[src/rtl/rcl_coef_driver.sv]
// rcl_coef_driver: initiator-side driver for the RCL coefficient interface.
//
// Accepts one request (line a,b,c and circle m,n,k). It serialises the request onto
// coef_l_o/coef_q_o as three back-to-back in_valid_o beats: (a,m), (b,n), (c,k).
// It then waits for the RCL result and presents it on a valid/ready response port.
// The wait is bounded by TIMEOUT; on expiry the response is rsp_data_o=3 with rsp_timeout_o=1.
//
// Ports
//   clk_i, rst_i              clock (rising edge), asynchronous active-high reset
//   req_valid_i/req_ready_o   request handshake
//   req_{a,b,c,m,n}_i         signed 5-bit coefficients
//   req_k_i                   unsigned 5-bit squared radius
//   in_valid_o                coefficient beat valid to the RCL
//   coef_l_o, coef_q_o        coefficient beats to the RCL
//   rcl_out_valid_i           result pulse from the RCL
//   rcl_out_i                 result from the RCL: 0 separate, 1 tangent, 2 intersect
//   rsp_valid_o/rsp_ready_i   response handshake
//   rsp_data_o, rsp_timeout_o response payload
//   err_spurious_o            sticky: RCL result seen while not waiting for one
module rcl_coef_driver #(
  parameter int unsigned TIMEOUT = 15,
  parameter int unsigned GAP_CYC = 2
) (
  input  logic       clk_i,
  input  logic       rst_i,
  input  logic       req_valid_i,
  output logic       req_ready_o,
  input  logic [4:0] req_a_i,
  input  logic [4:0] req_b_i,
  input  logic [4:0] req_c_i,
  input  logic [4:0] req_m_i,
  input  logic [4:0] req_n_i,
  input  logic [4:0] req_k_i,
  output logic       in_valid_o,
  output logic [4:0] coef_l_o,
  output logic [4:0] coef_q_o,
  input  logic       rcl_out_valid_i,
  input  logic [1:0] rcl_out_i,
  output logic       rsp_valid_o,
  input  logic       rsp_ready_i,
  output logic [1:0] rsp_data_o,
  output logic       rsp_timeout_o,
  output logic       err_spurious_o
);

  localparam int unsigned GapW  = (GAP_CYC > 1) ? $clog2(GAP_CYC + 1) : 1;
  localparam int unsigned WaitW = (TIMEOUT > 1) ? $clog2(TIMEOUT) : 1;

  typedef enum logic [2:0] {
    StGap,
    StIdle,
    StSend0,
    StSend1,
    StSend2,
    StWait,
    StResp
  } state_e;

  state_e             state_q, state_d;
  logic [GapW-1:0]    gap_q, gap_d;
  logic [WaitW-1:0]   wait_q, wait_d;
  // a and m go straight into the first beat, so only the later beats are held.
  logic [4:0]         b_q, b_d, c_q, c_d, n_q, n_d, k_q, k_d;
  logic               req_ready_q, req_ready_d;
  logic               in_valid_q, in_valid_d;
  logic [4:0]         coef_l_q, coef_l_d, coef_q_q, coef_q_d;
  logic               rsp_valid_q, rsp_valid_d;
  logic [1:0]         rsp_data_q, rsp_data_d;
  logic               rsp_timeout_q, rsp_timeout_d;
  logic               err_q, err_d;

  always_ff @(posedge clk_i or posedge rst_i) begin
    if (rst_i) begin
      state_q       <= StGap;
      gap_q         <= GapW'(GAP_CYC);
      wait_q        <= '0;
      b_q           <= '0;
      c_q           <= '0;
      n_q           <= '0;
      k_q           <= '0;
      req_ready_q   <= 1'b0;
      in_valid_q    <= 1'b0;
      coef_l_q      <= '0;
      coef_q_q      <= '0;
      rsp_valid_q   <= 1'b0;
      rsp_data_q    <= '0;
      rsp_timeout_q <= 1'b0;
      err_q         <= 1'b0;
    end else begin
      state_q       <= state_d;
      gap_q         <= gap_d;
      wait_q        <= wait_d;
      b_q           <= b_d;
      c_q           <= c_d;
      n_q           <= n_d;
      k_q           <= k_d;
      req_ready_q   <= req_ready_d;
      in_valid_q    <= in_valid_d;
      coef_l_q      <= coef_l_d;
      coef_q_q      <= coef_q_d;
      rsp_valid_q   <= rsp_valid_d;
      rsp_data_q    <= rsp_data_d;
      rsp_timeout_q <= rsp_timeout_d;
      err_q         <= err_d;
    end
  end

  always_comb begin
    state_d       = state_q;
    gap_d         = gap_q;
    wait_d        = wait_q;
    b_d           = b_q;
    c_d           = c_q;
    n_d           = n_q;
    k_d           = k_q;
    req_ready_d   = req_ready_q;
    in_valid_d    = in_valid_q;
    coef_l_d      = coef_l_q;
    coef_q_d      = coef_q_q;
    rsp_valid_d   = rsp_valid_q;
    rsp_data_d    = rsp_data_q;
    rsp_timeout_d = rsp_timeout_q;
    err_d         = err_q | (rcl_out_valid_i && (state_q != StWait));

    unique case (state_q)
      StGap: begin
        req_ready_d = 1'b0;
        // Leave on the edge where the counter reaches 0 so req_ready is low for GAP_CYC edges.
        if (gap_q <= GapW'(1)) begin
          gap_d       = '0;
          req_ready_d = 1'b1;
          state_d     = StIdle;
        end else begin
          gap_d = gap_q - GapW'(1);
        end
      end
      StIdle: begin
        if (req_valid_i && req_ready_q) begin
          b_d         = req_b_i;
          c_d         = req_c_i;
          n_d         = req_n_i;
          k_d         = req_k_i;
          coef_l_d    = req_a_i;
          coef_q_d    = req_m_i;
          in_valid_d  = 1'b1;
          req_ready_d = 1'b0;
          state_d     = StSend0;
        end
      end
      StSend0: begin
        coef_l_d = b_q;
        coef_q_d = n_q;
        state_d  = StSend1;
      end
      StSend1: begin
        coef_l_d = c_q;
        coef_q_d = k_q;
        state_d  = StSend2;
      end
      StSend2: begin
        in_valid_d = 1'b0;
        coef_l_d   = '0;
        coef_q_d   = '0;
        wait_d     = '0;
        state_d    = StWait;
      end
      StWait: begin
        // A result arriving on the expiry cycle takes priority over the timeout.
        if (rcl_out_valid_i) begin
          rsp_data_d    = rcl_out_i;
          rsp_timeout_d = 1'b0;
          rsp_valid_d   = 1'b1;
          state_d       = StResp;
        end else if (wait_q == WaitW'(TIMEOUT - 1)) begin
          rsp_data_d    = 2'd3;
          rsp_timeout_d = 1'b1;
          rsp_valid_d   = 1'b1;
          state_d       = StResp;
        end else begin
          wait_d = wait_q + WaitW'(1);
        end
      end
      StResp: begin
        if (rsp_valid_q && rsp_ready_i) begin
          rsp_valid_d = 1'b0;
          gap_d       = GapW'(GAP_CYC);
          state_d     = StGap;
        end
      end
      default: begin
        state_d = StGap;
      end
    endcase
  end

  assign req_ready_o    = req_ready_q;
  assign in_valid_o     = in_valid_q;
  assign coef_l_o       = coef_l_q;
  assign coef_q_o       = coef_q_q;
  assign rsp_valid_o    = rsp_valid_q;
  assign rsp_data_o     = rsp_data_q;
  assign rsp_timeout_o  = rsp_timeout_q;
  assign err_spurious_o = err_q;

endmodule

[config.mk]
export PLATFORM = sky130hd
export DESIGN_NAME = rcl_coef_driver
export DESIGN_NICKNAME = d
export VERILOG_FILES = /design/src/rtl/rcl_coef_driver.sv
export SDC_FILE = /design/constraint.sdc
export NUM_CORES = 1
export LEC_CHECK = 0
export ABC_AREA = 0
export ABC_CLOCK_PERIOD_IN_PS = 4200
export CELL_PAD_IN_SITES_DETAIL_PLACEMENT = 1
export CELL_PAD_IN_SITES_GLOBAL_PLACEMENT = 1
export CORE_MARGIN = 2
export CORE_UTILIZATION = 40
export CTS_CLUSTER_SIZE = 16
export DETAILED_ROUTE_END_ITERATION = 6
export GPL_ROUTABILITY_DRIVEN = 0
export PLACE_DENSITY_LB_ADDON = 0.3
export SLEW_MARGIN = 10
export SYNTH_ARGS = -nofsm -noshare
export SYNTH_HDL_FRONTEND = slang
export SYNTH_SLANG_ARGS = --single-unit
export TNS_END_PERCENT = 30
[constraint.sdc]
create_clock -name clk_i -period 4.2 [get_ports clk_i]
set_input_delay 0.63 -clock clk_i [delete_from_list [all_inputs] [get_ports clk_i]]
set_output_delay 0.63 -clock clk_i [all_outputs]
set_load 0.02 [all_outputs]
==> metrics.cfg, run 1 <==
[worst_setup_path]
required_ns=4.39
cp-end-kind=flip-flop
cp.arrival_ns=2.93
start_kind=flip-flop
critPathMaxFanout=32
critPathKind=reg -> reg
slowest_delay_ns=1.05
path_cells=nand4b_1, and3_1, o41ai_2
crit_slowest_cell=dfrtp_1

[worst_hold_path]
hp-class=reg -> reg

[yosys]
synthCells=198
yosysTopAreaCellShare_pct=50.7
synth_compound_area_share_pct=19.1
seq_area_frac_synth_pct=51.9
synth_ff_type=dfrtp_1
synthesis.nets=237
ys_async_sr_fraction_pct=100
synthDistinctLibCells=42
synthAdderAreaFrac_pct=1.13
netlist.top_cell.by_area=dfrtp_1
synthSimpleGateAreaFrac_pct=12.9
synth_xor_area_share_pct=0
synth_top_family_by_area=compound AO/OA/AOI/OAI gates
post_synth.cell_area_avg_sq_um=11.2
synth_edf_count=0
synth_mux_area_share_pct=10.1
synthTopCellsByArea=dfrtp_1 (51%), mux2_2 (10%), o41ai_2 (3.7%), o31ai_1 (3.4%), o21ai_0 (3.2%)
syn-cell-area_sq_um=2220
yosysWarningCount=0
synth_seq_cells=46

[cts]
post_cts_buffers=0
path_clk_slew_ns=0.08
cts_tree=done
ctsResizeCount=0
root_buffer=clkbuf_8
cts_max_path_buffers=2
holdBufCountCts=0
cts_htree_levels=2
cts_made_buffers=5
clkLatencyLatePin_ns=0.30
cts.sinks=46

[drt]
firstDrtPassIters=4
drtIter0Drc=94
drt-total-wl_mm=5.61
drtAntennaViolNets=0
drc=0
routed_via_density=5.68
wire_per_inst_um=17.9
num_vias=1778

[placement]
dp_slack_ns=1.53
io_buffers=53
dp_hpwl_mm=3.85

[timing]
maxSlewViolCount=0
tns_ns=0
timing.hold.ws_ns=0.475
worst_slew_pin_slew_ns=1.06
period_share_pct=65.2
setup_ws_ns=1.46
finalCriticalPeriod_ns=2.74
finalHoldViolCount=0
slew_headroom_pct=29.6
finalSetupViolations=0
fmax_ghz=0.365
rsz0062_at_grt=no
clock_skew_ns=0.00373

[global_routing]
grt_overflow=0
antenna_found_initial=0
grt_pass1_wl_mm=9.23
grt_usage_pct=19.4
grt_pass1_vias=1833
grt_max_degree=47

[power]
p_leak_uw=0.00117
p_per_area_nw_per_um2=700
ir_drop_mv=0.234

[floorplanning]
die_y_um=78.5
fp.coreArea_sq_um=5440
die_w_um=78.5
initial_core_util_pct=40.8
die_area_sq_um=6160
io_pins=54
row_count=27

[layout]
final_nets=279
n_antenna_cell=0
areaGrowthSynthToFinish_pct=28.2
fillerInstances=591
drive_above_1_share_pct=14.9

[flow_run]
max-cap-violations=0

[run_status]
outcome=completed

synthesized netlist by cell type (all sizes together), types with 2 or more instances:
cell / count
o22ai: 6
inv: 5
o41ai: 5
nand2b: 2
mux2: 20
nand4b: 2
nand3b: 2
nor3: 11
nand3: 3
a21oi: 6
nand2: 5
o22a: 3
buf: 10
ha: 2
o31ai: 10
a31oi: 3
dfrtp: 45
o21ai: 14
nor2b: 3
nor2: 4
clkbuf: 8
nand4: 11
and3: 2
a21o: 2
where the power goes:
part | internal, uW | total [uW] | switching [uW]
Combinational | 433 | 869 | 436
Sequential | 645 | 846 | 201
Clock | 133 | 277 | 144
state kept, by name (all words and copies together) (netlist names):
register and cells:
b_q 5, c_q 5, coef_l_o 5, coef_q_o 5, k_q 5, n_q 5
wait_q 4, state_q 3, gap_q 2, rsp_data_o 2, err_spurious_o 1, in_valid_o 1
req_ready_o 1, rsp_timeout_o 1, rsp_valid_o 1
stage by stage:
stage | utilization [%] | cell area, sq um | instances | power [uW]
6_report | 52.3 | 2850 | 313 | 1990
5_1_grt | 52.3 | 2850 | 313 | 2130
4_1_cts | 52.3 | 2850 | 313 | 2010
3_5_place_dp | 50.6 | 2750 | 305 | 1730
3_3_place_gp | 50.6 | 2750 | 305 | 1690
2_1_floorplan | - | 2220 | 198 | 1430
area by class of cell:
type	instances	area, sq um	share of cell area (%)
flip-flops and latches	46	1150	40.5
repair buffers	53	531	18.6
clock inverters	1	5.00	0.176
multi-input cells	128	958	33.7
inverters	6	22.5	0.792
clock buffers	7	86.3	3.03
well taps	72	90.1	3.17
per-layer routing:
metal | GRT usage, % | up-vias | wire (um)
li1 | - | 838 | -
met1 | 25.9 | 891 | 2620
met2 | 32.2 | 42 | 2710
met3 | 4.37 | 7 | 216
met4 | 4.74 | 0 | 58
met5 | 0 | - | 0
critical path, delay by kind of cell, from the launching register on:
kind	cells	cell delay, ns
DFF	1	1.05
and+or+nand+nor	2	1.18
AOI/OAI and AO/OA	1	0.40
cell usage in the layout (no fill, tap or decap), types with 3 or more instances in the layout:
master           synthesis  routed
clkdlybuf4s50_1          0      53
dfrtp_1                 45      45
mux2_2                  20      20
o21ai_0                 14      14
nand4_1                 11      11
nor3_1                  11      11
o31ai_1                 10      10
o22ai_1                  6       6
a21oi_1                  6       6
clkbuf_8                 0       6
nand2_1                  5       5
o41ai_2                  5       5
inv_1                    5       4
nor2_1                   4       4
nor2b_1                  3       3
a31oi_1                  3       3
nand3_1                  3       3
o22a_1                   3       3
cells by family after synthesis:
kind of cell / after synthesis
AOI/OAI and AO/OA: 57
adders and majority gates: 2
buffers and inverters: 24
DFF: 46
muxes: 20
and+or+nand+nor: 49
final timing paths:
path	start	end	slack, ns	cells past startpoint
max	state_q[0]	coef_l_o[0]	1.46	3
min	err_spurious_o	err_spurious_o	0.48	1
max reg2reg	state_q[0]	coef_l_o[0]	1.46	3
min reg2reg	err_spurious_o	err_spurious_o	0.48	1
max in group asynchronous	rst_i	coef_l_o[0]	2.72	2
min in group asynchronous	rst_i	n_q[0]	0.88	2
Power figures use the tool's default switching activity.
==> run 2, diff against run 1 <==
ABC_CLOCK_PERIOD_IN_PS = 2310   (was 4200)
CORE_UTILIZATION = 34   (was 40)
clock period = 2.31 ns   (was 4.2 ns; I/O delays follow)
==> run 2 against run 1 <==
Net effect:
- critical path depth shrank 2
- first-iteration DRC count is 33% higher
- sequential share of layout area down 1.5 points
- final area is 3.8% higher
- largest power group unchanged
- clock skew up 0.0056 ns
- wire length increased by 1.2%
- worst hold slack got worse by 0.093 ns
- cell count is 5.1% higher
- global-route usage is 2.8 points lower
- critical endpoint is now req_ready_o
==> metrics.cfg, run 2 (synthesis results as in run 1) <==
[run_status]
outcome=completed

[floorplanning]
die_y_um=84.8
row_count=29
die_area_sq_um=7190
fp.coreArea_sq_um=6350
io_pins=54
die_w_um=84.8
initial_core_util_pct=35.0

[cts]
holdBufCountCts=0
clkLatencyLatePin_ns=0.30
cts.sinks=46
path_clk_slew_ns=0.09
root_buffer=clkbuf_8
ctsResizeCount=0
cts_max_path_buffers=2
cts_tree=done
post_cts_buffers=0
cts_htree_levels=2
cts_made_buffers=5

[worst_setup_path]
slowest_delay_ns=0.62
crit_family=buffers and inverters
required_ns=1.96
cp-end-kind=output port
crit_slowest_cell=clkdlybuf4s50_1
critPathMaxFanout=5
critPathBufInv=1
cp.arrival_ns=1.34
critPathKind=reg -> out
start_kind=flip-flop
path_cells=clkdlybuf4s50_1

[global_routing]
met3_usage_pct=3.44
grt_usage_pct=16.6
busiest_layer=met2
use_met1_pct=23.4
antenna_found_initial=0
grt_pass1_wl_mm=9.40
grt_overflow=0
use_met2_pct=25.9
grt_max_degree=32
grt_pass1_vias=1821

[placement]
dp_hpwl_mm=3.96
io_buffers=53
post-place-cells=321
dp_slack_ns=0.406

[power]
p_per_area_nw_per_um2=1290
ir_drop_mv=0.536
p_leak_uw=0.00122

[layout]
areaGrowthSynthToFinish_pct=33.0
n_antenna_cell=0
final_nets=290
layout_common_cells=clkdlybuf4s50_1 (53), dfrtp_1 (45), mux2_2 (20), o21ai_0 (14)
stdcell_count=329
layout_commonest_cell=clkdlybuf4s50_1
drive_above_1_share_pct=18.7
fillerInstances=686
area.sequential_sq_um=1150
multi_input_area_sq_um=958

[drt]
num_vias=1781
drtAntennaViolNets=0
routed_via_density=5.41
drtIter0Drc=125
drt-total-wl_mm=5.67
firstDrtPassIters=4
wire_per_inst_um=17.2
drc=0

[timing]
maxSlewViolCount=0
finalCriticalPeriod_ns=1.69
finalSetupViolations=0
setup_ws_ns=0.619
worst_slew_pin_slew_ns=0.496
tns_ns=0
period_share_pct=73.2
slew_headroom_pct=66.8
clock_skew_ns=0.00937
fmax_ghz=0.592
finalHoldViolCount=0
rsz0062_at_grt=no

[flow_run]
max-cap-violations=0

[worst_hold_path]
hp-class=in -> async

==> run 2: cell count changes in the layout (fill, tap and decap cells not counted) <==
cell        delta
bufinv_16      +1
buf_4         +11
clkbuf_8       -1
clkinv_2       -1
clkinvlp_4     +1
==> run 2: power breakdown <==
| part | switching, uW | total [uW] | internal (uW) |
|---|---|---|---|
| Clock | 283 | 606 | 323 |
| Combinational | 933 | 1780 | 848 |
| Sequential | 234 | 1410 | 1180 |
| Total | 1450 | 3800 | 2350 |
==> run 2: final cells by class <==
cell class | count | area share (%)
flip-flops and latches | 46 | 39.0
clock inverters | 2 | 1.27
multi-input cells | 128 | 32.5
well taps | 77 | 3.26
clock buffers | 6 | 2.46
repair buffers | 64 | 20.8
inverters | 6 | 0.763
==> run 2: worst reg2reg max path: stages (launching register included) <==
cell and delay (ns):
dfrtp_1 0.38, buf_4 0.23, and3_1 0.23, nand2_1 0.06, buf_4 0.28, mux2_2 0.39
==> run 2: metrics by stage <==
step	hold WS (ns)	power [uW]	instance area, sq um	util [%]
2_1_floorplan	0.463	2600	2220	-
3_3_place_gp	0.445	3170	2840	44.8
3_5_place_dp	0.448	3220	2840	44.8
4_1_cts	0.394	3850	2950	46.5
5_1_grt	0.416	4070	2950	46.5
6_report	0.382	3800	2950	46.5
==> run 2: routing by layer <==
layer | vias to the layer above | wire, um
met3 | 5 | 189
met1 | 885 | 2720
met5 | - | 0
met2 | 38 | 2690
met4 | 0 | 75
li1 | 853 | -
==> run 2: path summary, 6_finish.rpt <==
| check | start | cells after the start | slack [ns] | end |
|---|---|---|---|---|
| max in group asynchronous | rst_i | 3 | 1.30 | gap_q[1] |
| hold reg to reg | err_spurious_o | 1 | 0.46 | err_spurious_o |
| setup reg to reg | state_q[0] | 5 | 0.63 | c_q[1] |
| hold / removal | rst_i | 2 | 0.38 | c_q[3] |
| min in group clk_i | err_spurious_o | 1 | 0.46 | err_spurious_o |
| setup / recovery | req_ready_o | 1 | 0.62 | req_ready_o |
